**config.mk**
```make
export PLATFORM = sky130hd
export DESIGN_NAME = id_ex_stage
export DESIGN_NICKNAME = d
export VERILOG_FILES = /design/src/rtl/core_pkg.sv /design/src/rtl/id_ex_hazard.sv /design/src/rtl/id_ex_stage.sv
export SDC_FILE = /design/constraint.sdc
export NUM_CORES = 1
export LEC_CHECK = 0
export CAP_MARGIN = 20
export CORE_MARGIN = 5
export CORE_UTILIZATION = 35
export CTS_CLUSTER_DIAMETER = 120
export CTS_CLUSTER_SIZE = 24
export DETAILED_ROUTE_END_ITERATION = 8
export MAX_ROUTING_LAYER = met4
export PLACE_DENSITY = 0.74
export SKIP_CTS_REPAIR_TIMING = 1
export SYNTH_ARGS = -nofsm -noshare
export SYNTH_HDL_FRONTEND = slang
export SYNTH_SLANG_ARGS = --single-unit
```
**constraint.sdc**
```tcl
create_clock -name i_clk -period 1.6 [get_ports i_clk]
set_clock_uncertainty 0.2 [all_clocks]
set_input_delay 0.24 -clock i_clk [delete_from_list [all_inputs] [get_ports i_clk]]
set_output_delay 0.24 -clock i_clk [all_outputs]
set_load 0.01 [all_outputs]
```
**src/rtl/core_pkg.sv**
```systemverilog
// Shared definitions for the MIPS32 core: datapath widths, ALU opcodes and the
// control-bit bundle carried between pipeline stages.
package core_pkg;

    localparam int DATA_W_DEF     = 32;
    localparam int REG_ADDR_W_DEF = 5;
    localparam int ALU_OP_W_DEF   = 4;

    localparam logic [3:0] ALU_ADD  = 4'd0;
    localparam logic [3:0] ALU_SUB  = 4'd1;
    localparam logic [3:0] ALU_AND  = 4'd2;
    localparam logic [3:0] ALU_OR   = 4'd3;
    localparam logic [3:0] ALU_XOR  = 4'd4;
    localparam logic [3:0] ALU_NOR  = 4'd5;
    localparam logic [3:0] ALU_SLT  = 4'd6;
    localparam logic [3:0] ALU_SLTU = 4'd7;
    localparam logic [3:0] ALU_SLL  = 4'd8;
    localparam logic [3:0] ALU_SRL  = 4'd9;
    localparam logic [3:0] ALU_SRA  = 4'd10;
    localparam logic [3:0] ALU_LUI  = 4'd11;

    localparam logic [4:0] REG_ZERO = 5'd0;

    typedef struct packed {
        logic reg_write;
        logic mem_read;
        logic mem_write;
        logic mem_to_reg;
        logic branch;
    } ctrl_t;

    localparam ctrl_t CTRL_NOP = '0;

endpackage

```
**src/rtl/id_ex_hazard.sv**
```systemverilog
// Load-use compare between the instruction in EX and the one in ID.
// Purely combinational so the hazard unit can instantiate it directly.
module id_ex_hazard
    import core_pkg::*;
#(
    parameter int REG_ADDR_W = REG_ADDR_W_DEF
) (
    input  logic                  ex_valid,
    input  logic                  ex_mem_read,
    input  logic [REG_ADDR_W-1:0] ex_wb_addr,
    input  logic [REG_ADDR_W-1:0] id_rs_addr,
    input  logic [REG_ADDR_W-1:0] id_rt_addr,
    input  logic                  id_rt_used,
    output logic                  load_use
);

    logic dst_live;
    logic rs_hit;
    logic rt_hit;

    // A load targeting $0 never produces a value anyone waits for.
    assign dst_live = ex_valid && ex_mem_read && (ex_wb_addr != REG_ADDR_W'(REG_ZERO));
    assign rs_hit   = (ex_wb_addr == id_rs_addr);
    assign rt_hit   = id_rt_used && (ex_wb_addr == id_rt_addr);
    assign load_use = dst_live && (rs_hit || rt_hit);

endmodule

```
**src/rtl/id_ex_stage.sv**
```systemverilog
// ID/EX pipeline register with stall, flush and bubble insertion plus load-use detection.
// Optional build macro ID_EX_STATS_EN adds a 32-bit bubble counter output.
module id_ex_stage
    import core_pkg::*;
#(
    parameter int DATA_W     = DATA_W_DEF,
    parameter int REG_ADDR_W = REG_ADDR_W_DEF,
    parameter int ALU_OP_W   = ALU_OP_W_DEF
) (
    input  logic                  i_clk,
    input  logic                  i_rst_n,
    input  logic                  i_stall,
    input  logic                  i_flush,
    input  logic                  i_valid,
    input  logic [DATA_W-1:0]     i_pc,
    input  logic [DATA_W-1:0]     i_rs_data,
    input  logic [DATA_W-1:0]     i_rt_data,
    input  logic [DATA_W-1:0]     i_imm,
    input  logic [REG_ADDR_W-1:0] i_rs_addr,
    input  logic [REG_ADDR_W-1:0] i_rt_addr,
    input  logic [REG_ADDR_W-1:0] i_rd_addr,
    input  logic                  i_rt_used,
    input  logic [ALU_OP_W-1:0]   i_alu_op,
    input  logic                  i_alu_src,
    input  logic                  i_reg_dst,
    input  logic                  i_reg_write,
    input  logic                  i_mem_read,
    input  logic                  i_mem_write,
    input  logic                  i_mem_to_reg,
    input  logic                  i_branch,
    output logic                  o_valid,
    output logic [DATA_W-1:0]     o_pc,
    output logic [DATA_W-1:0]     o_rs_data,
    output logic [DATA_W-1:0]     o_rt_data,
    output logic [DATA_W-1:0]     o_imm,
    output logic [REG_ADDR_W-1:0] o_rs_addr,
    output logic [REG_ADDR_W-1:0] o_rt_addr,
    output logic [REG_ADDR_W-1:0] o_wb_addr,
    output logic [ALU_OP_W-1:0]   o_alu_op,
    output logic                  o_alu_src,
    output logic                  o_reg_write,
    output logic                  o_mem_read,
    output logic                  o_mem_write,
    output logic                  o_mem_to_reg,
    output logic                  o_branch,
    output logic                  o_load_use
`ifdef ID_EX_STATS_EN
    ,
    output logic [31:0]           o_bubble_cnt
`endif
);

    function automatic logic [REG_ADDR_W-1:0] resolve_wb(
        input logic                  reg_dst,
        input logic [REG_ADDR_W-1:0] rd_addr,
        input logic [REG_ADDR_W-1:0] rt_addr
    );
        return reg_dst ? rd_addr : rt_addr;
    endfunction

    logic                  vld_p1;
    ctrl_t                 ctrl_p1;
    logic [DATA_W-1:0]     pc_p1;
    logic [DATA_W-1:0]     rs_data_p1;
    logic [DATA_W-1:0]     rt_data_p1;
    logic [DATA_W-1:0]     imm_p1;
    logic [REG_ADDR_W-1:0] rs_addr_p1;
    logic [REG_ADDR_W-1:0] rt_addr_p1;
    logic [REG_ADDR_W-1:0] wb_addr_p1;
    logic [ALU_OP_W-1:0]   alu_op_p1;
    logic                  alu_src_p1;

    logic [REG_ADDR_W-1:0] wb_addr_p0;
    ctrl_t                 ctrl_p0;
    logic                  bubble_p0;

    assign wb_addr_p0 = resolve_wb(i_reg_dst, i_rd_addr, i_rt_addr);

    // Writes to $0 are dropped here so later stages never see them.
    always_comb begin
        ctrl_p0            = CTRL_NOP;
        ctrl_p0.reg_write  = i_reg_write && (wb_addr_p0 != REG_ADDR_W'(REG_ZERO));
        ctrl_p0.mem_read   = i_mem_read;
        ctrl_p0.mem_write  = i_mem_write;
        ctrl_p0.mem_to_reg = i_mem_to_reg;
        ctrl_p0.branch     = i_branch;
    end

    // A flush wins over stall; an empty ID slot loads as a bubble unless stalled.
    assign bubble_p0 = i_flush || (!i_stall && !i_valid);

    // ---- ID -> EX boundary ----
    always_ff @(posedge i_clk or negedge i_rst_n) begin
        if (!i_rst_n) begin
            vld_p1     <= 1'b0;
            ctrl_p1    <= CTRL_NOP;
            pc_p1      <= '0;
            rs_data_p1 <= '0;
            rt_data_p1 <= '0;
            imm_p1     <= '0;
            rs_addr_p1 <= '0;
            rt_addr_p1 <= '0;
            wb_addr_p1 <= '0;
            alu_op_p1  <= '0;
            alu_src_p1 <= 1'b0;
        end else if (bubble_p0) begin
            vld_p1     <= 1'b0;
            ctrl_p1    <= CTRL_NOP;
            pc_p1      <= '0;
            rs_data_p1 <= '0;
            rt_data_p1 <= '0;
            imm_p1     <= '0;
            rs_addr_p1 <= '0;
            rt_addr_p1 <= '0;
            wb_addr_p1 <= '0;
            alu_op_p1  <= '0;
            alu_src_p1 <= 1'b0;
        end else if (!i_stall) begin
            vld_p1     <= 1'b1;
            ctrl_p1    <= ctrl_p0;
            pc_p1      <= i_pc;
            rs_data_p1 <= i_rs_data;
            rt_data_p1 <= i_rt_data;
            imm_p1     <= i_imm;
            rs_addr_p1 <= i_rs_addr;
            rt_addr_p1 <= i_rt_addr;
            wb_addr_p1 <= wb_addr_p0;
            alu_op_p1  <= i_alu_op;
            alu_src_p1 <= i_alu_src;
        end
    end

`ifdef ID_EX_STATS_EN
    logic [31:0] bubble_cnt_p1;

    always_ff @(posedge i_clk or negedge i_rst_n) begin
        if (!i_rst_n) begin
            bubble_cnt_p1 <= '0;
        end else if (bubble_p0) begin
            bubble_cnt_p1 <= bubble_cnt_p1 + 32'd1;
        end
    end

    assign o_bubble_cnt = bubble_cnt_p1;
`endif

    assign o_valid      = vld_p1;
    assign o_pc         = pc_p1;
    assign o_rs_data    = rs_data_p1;
    assign o_rt_data    = rt_data_p1;
    assign o_imm        = imm_p1;
    assign o_rs_addr    = rs_addr_p1;
    assign o_rt_addr    = rt_addr_p1;
    assign o_wb_addr    = wb_addr_p1;
    assign o_alu_op     = alu_op_p1;
    assign o_alu_src    = alu_src_p1;
    assign o_reg_write  = ctrl_p1.reg_write;
    assign o_mem_read   = ctrl_p1.mem_read;
    assign o_mem_write  = ctrl_p1.mem_write;
    assign o_mem_to_reg = ctrl_p1.mem_to_reg;
    assign o_branch     = ctrl_p1.branch;

    id_ex_hazard #(
        .REG_ADDR_W (REG_ADDR_W)
    ) u_hazard (
        .ex_valid    (vld_p1),
        .ex_mem_read (ctrl_p1.mem_read),
        .ex_wb_addr  (wb_addr_p1),
        .id_rs_addr  (i_rs_addr),
        .id_rt_addr  (i_rt_addr),
        .id_rt_used  (i_rt_used),
        .load_use    (o_load_use)
    );

endmodule
```
; ---- After elaboration in Yosys (flattened, before gate mapping)
; Index checks and enable logic that the tools add are counted.
[classes]
addsub = 0
multipliers = 0
div = 0
n_lt_le_gt_ge = 0
eq_ne = 3
n_shift = 0
n_mux = 23
bitwise = 0
n_reduce_logical = 12
[op_table]
columns = op, count
row1 = $mux 32, 8
row2 = $mux 5, 9
row3 = $eq 5x5->1, 2
row4 = $reduce_bool 5->1, 2
row5 = $mux 4, 2
row6 = $logic_and 1x1->1, 6
row7 = $mux 1, 4
row8 = $logic_not 1->1, 2
row9 = $logic_or 1x1->1, 2
row10 = $ne 2x1->1 const B, 1
[totals]
regBits = 154
latch_bits = 0
mem_bits_rw = 0
romBits = 0
inputBits = 160
out_inout_bits = 155
elab_cells = 53
memories = 0

; ---- Longest topological paths before layout
[depth]
word_depth = 5
depth_mapped = 6
ltp_nobuf = 4

; ---- By module
; A second synthesis with hierarchy kept.
[hier_totals]
hier_cells = 373
hier_area_um2 = 5681.7
[by_module_without_submodules]
columns = mod, instances, cells_each, area_per_inst_um2, seq_area_each_um2
row1 = id_ex_stage, 1, 356, 5547.8, 3853.7
row2 = id_ex_hazard, 1, 17, 133.9, 0.0

; ---- Worst setup path after synthesis
; OpenSTA, ideal clock, no wires.
[synth_path]
kind = reg-to-output
startpoint = register wb_addr_p1[0], in the netlist o_wb_addr[0]
endpoint = output port o_load_use
t_arrival_ns = 1.204
t_required_ns = 1.160
path_slack_ns = -0.044
stages_incl_launch_ff = 4
path_buffers = 0
cell_sequence = dfrtp_1 or4_1 o211ai_1 a21oi_1
[synth_via]
elab_chain_cells = 4
elab_cells_between_ends = 7
classes_between = eq/ne: 2 / reduce/logical: 5
[synth_rtl]
columns = item, line
row1 = "start, declared", id_ex_stage.sv:69  ; logic [REG_ADDR_W-1:0] wb_addr_p1;
row2 = "start signal, assigned", id_ex_stage.sv:127  ; wb_addr_p1 <= wb_addr_p0;
row3 = $eq 5x5->1, id_ex_hazard.sv:24  ; assign rt_hit = id_rt_used && (ex_wb_addr == id_rt_addr);
row4 = $logic_and 1x1->1, id_ex_hazard.sv:24
row5 = $logic_or 1x1->1, id_ex_hazard.sv:25  ; assign load_use = dst_live && (rs_hit || rt_hit);
row6 = $logic_and 1x1->1 *, id_ex_hazard.sv:25
row7 = "end, declared", id_ex_stage.sv:46  ; output logic o_load_use
; Mark *: on every way between the ends. The rest lies on a longest branch, timed or not.

; ---- Final worst setup path
; Same ends and word-level chain as after synthesis.

==> results.md <==
- Status: finished, violations left
- Violated checks: negative setup slack
- DR vias/cell: 5.00
- FF-to-FF setup slack: 0.57 ns
- Yosys top cell area share: 0.687
- Simple-gate share of the synthesized area: 0.0176
- Inserted Diodes: 0
- Multiplexer share of the synthesized area: 0.0107
- Sequential area share after synthesis: 0.687
- P&R area growth vs syn: 83.3%
- Proportion of layout cells with a drive suffix above 1: 0.122
- DRC: 0
- Design area: 10300 um^2
- XOR/XNOR Fraction of Synth Area: 0.0156
- Worst Path Required: 1.16 ns
- Hold Slack: 0.0484 ns
- First-pass GRT wire length: 28.5 mm
- Worst Setup End Kind: output port
- Die Height: 137 um
- Antenna violations before repair: 0
- Nets@finish: 885
- Leak: 7.01 nW
- Tmin final: 2.23 ns
- Pin count of the biggest net entering global routing: 73
- Synth Net Count: 540
- Skew-Pair Late Insertion Delay: 0.41 ns
- RePlAce Congestion: 0.843
- Total wire length: 19.2 mm
- Initial core utilization: 0.355
- R2R Path Start: o_mem_read
- #FFs+latches synth: 154
- DIE AREA: 18700 um^2
- Achievable Freq: 449 MHz
- Setup TNS Final: -0.720 ns
- GRT overflow: 0
- Slew Limit Fails: 0
- Library cells used by synthesis: 24
- Final hold violation count: 0
- Cell Area, Synth: 5610 um^2
- CTS tree: yes
- Vias: 4768
- Largest family of logic cells by synthesized area: compound AO/OA/AOI/OAI gates
- Peak supply drop: 653 uV
- Nature of the critical path startpoint: flop
- Row count: 46
- Crit path to: o_load_use
- R2r endpoint: o_mem_read
- Placeable Area: 15800 um^2
- Critical path origin: o_wb_addr[0]
- Placed Cells incl. Taps: 920
- Adder-cell share of the synthesized area: 0
- Die extent in x: 137 um
- Top cells by area, synth: dfrtp_1, a22o_1, buf_2
- Hold crit path type: primary input to async pin
- Ports: 315
- Clk root buf: clkbuf_16
- Pre-Repair DR Iteration Count: 4
- Power density cells: 930 nW/um^2
- CP max FO: 4
- CTS sink cnt: 154
- Setup-failing EPs final: 2
- Commonest non-fill, non-tap cell in the layout: clkdlybuf4s50_1
- Synth warn: 0
- H-tree depth: 4
- WP data arrival: 1.79 ns
- Worst slew pin tran: 0.331 ns
- Clock transition at the registers of the reported paths: 0.06 ns
- Antenna Nets Post-Route: 0
- Syn Inst Count: 380
- Cell Area, Placed: 9320 um^2
- Worst-case reg-to-reg path depth: 2
- Detail Placement HPWL: 14.1 mm
- CTS buffer count: 17
- Yosys top cell by area: dfrtp_1
- Post-synthesis compound-gate area fraction: 0.239
- Max-cap violations: 0
- PortBufs: 314
- GRT Total Usage: 0.205
- Final period util: 1.39
- RSZ-0062 raised after global routing: yes
- Final setup margin: -0.627 ns
- WL per Instance: 20.1 um
- Syn Area/Cell: 14.8 um^2
- Final std cells w/o fill: 953
- 1st-iter DRT viols: 210
- Relative slew margins: 0.779
- Most frequent cells in the layout: clkdlybuf4s50_1, dfrtp_1, dlymetal6s2s_1
- Post-route core utilization: 0.650
- CTS max path bufs: 2
- Crit path kind: flop to output port
- Vias in the first global route: 5189
## routing by layer
layer,wire length (um),vias to the layer above,GRT usage
met4,546,0,0.0823
met2,9530,226,0.327
met5,0,-,-
met1,7580,2352,0.246
met3,1520,36,0.0581
li1,-,2154,-
## metrics by stage
stage / setup WS (ns) / total power, W
2_1_floorplan: -0.0316 / 0.00452
3_3_place_gp: -0.814 / 0.00548
3_5_place_dp: -0.806 / 0.00550
4_1_cts: -1.00 / 0.00973
5_1_grt: -0.687 / 0.00995
6_report: -0.627 / 0.00957
## where the power goes
group          total, W  internal, W  leakage (nW)  switching (W)
registers       0.00413      0.00404          2.10      0.0000878
clock network   0.00417      0.00264         0.292        0.00153
logic           0.00126     0.000763          4.62       0.000498
## cells in the mapped netlist
master	instances
mux2i_1	6
a32o_1	1
a21oi_1	1
nor4_1	2
nand3_1	2
a31oi_1	1
nor3_1	1
or4_4	1
nor3_2	1
nor2b_1	1
and2_1	1
buf_2	23
inv_1	1
o21ai_0	5
nand2_1	6
o211ai_1	1
xor2_1	7
clkbuf_1	11
or4_1	1
xnor2_1	3
buf_6	1
nor2_1	2
dfrtp_1	154
a22o_1	147
## cell families (layout without fill, tap and decap cells)
family,after synthesis,after routing
xor gates and xnor gates,10,10
and+or+nand+nor,18,18
muxes,6,6
buffers and inverters,36,393
DFF,154,154
AOI/OAI and AO/OA,156,156
## critical path: stages (launching register included)
cell and delay [ns]:
dfrtp_2 0.43, or4_4 0.53, o211ai_1 0.21, a21oi_1 0.07, clkbuf_2 0.13
## worst min-delay path by stage
stage	end	slack, ns
after detailed placement	o_pc[17]	-0.08
after floorplan	o_alu_op[0]	-0.26
final	o_pc[17]	0.05
after global routing	o_pc[22]	0.06
after global placement	o_pc[26]	-0.09
after CTS	o_pc[17]	-0.54
## layout make-up
class / count / area [um^2]
Clock inverter: 11 / 170
Multi-Input combinational cell: 190 / 1600
Fill cell: 1131 / 5540
Tap cell: 216 / 270
Sequential cell: 154 / 3850
Timing Repair Buffer: 361 / 3940
Inverter: 1 / 3.75
Clock buffer: 20 / 447
(Power assumes the default switching activity.)
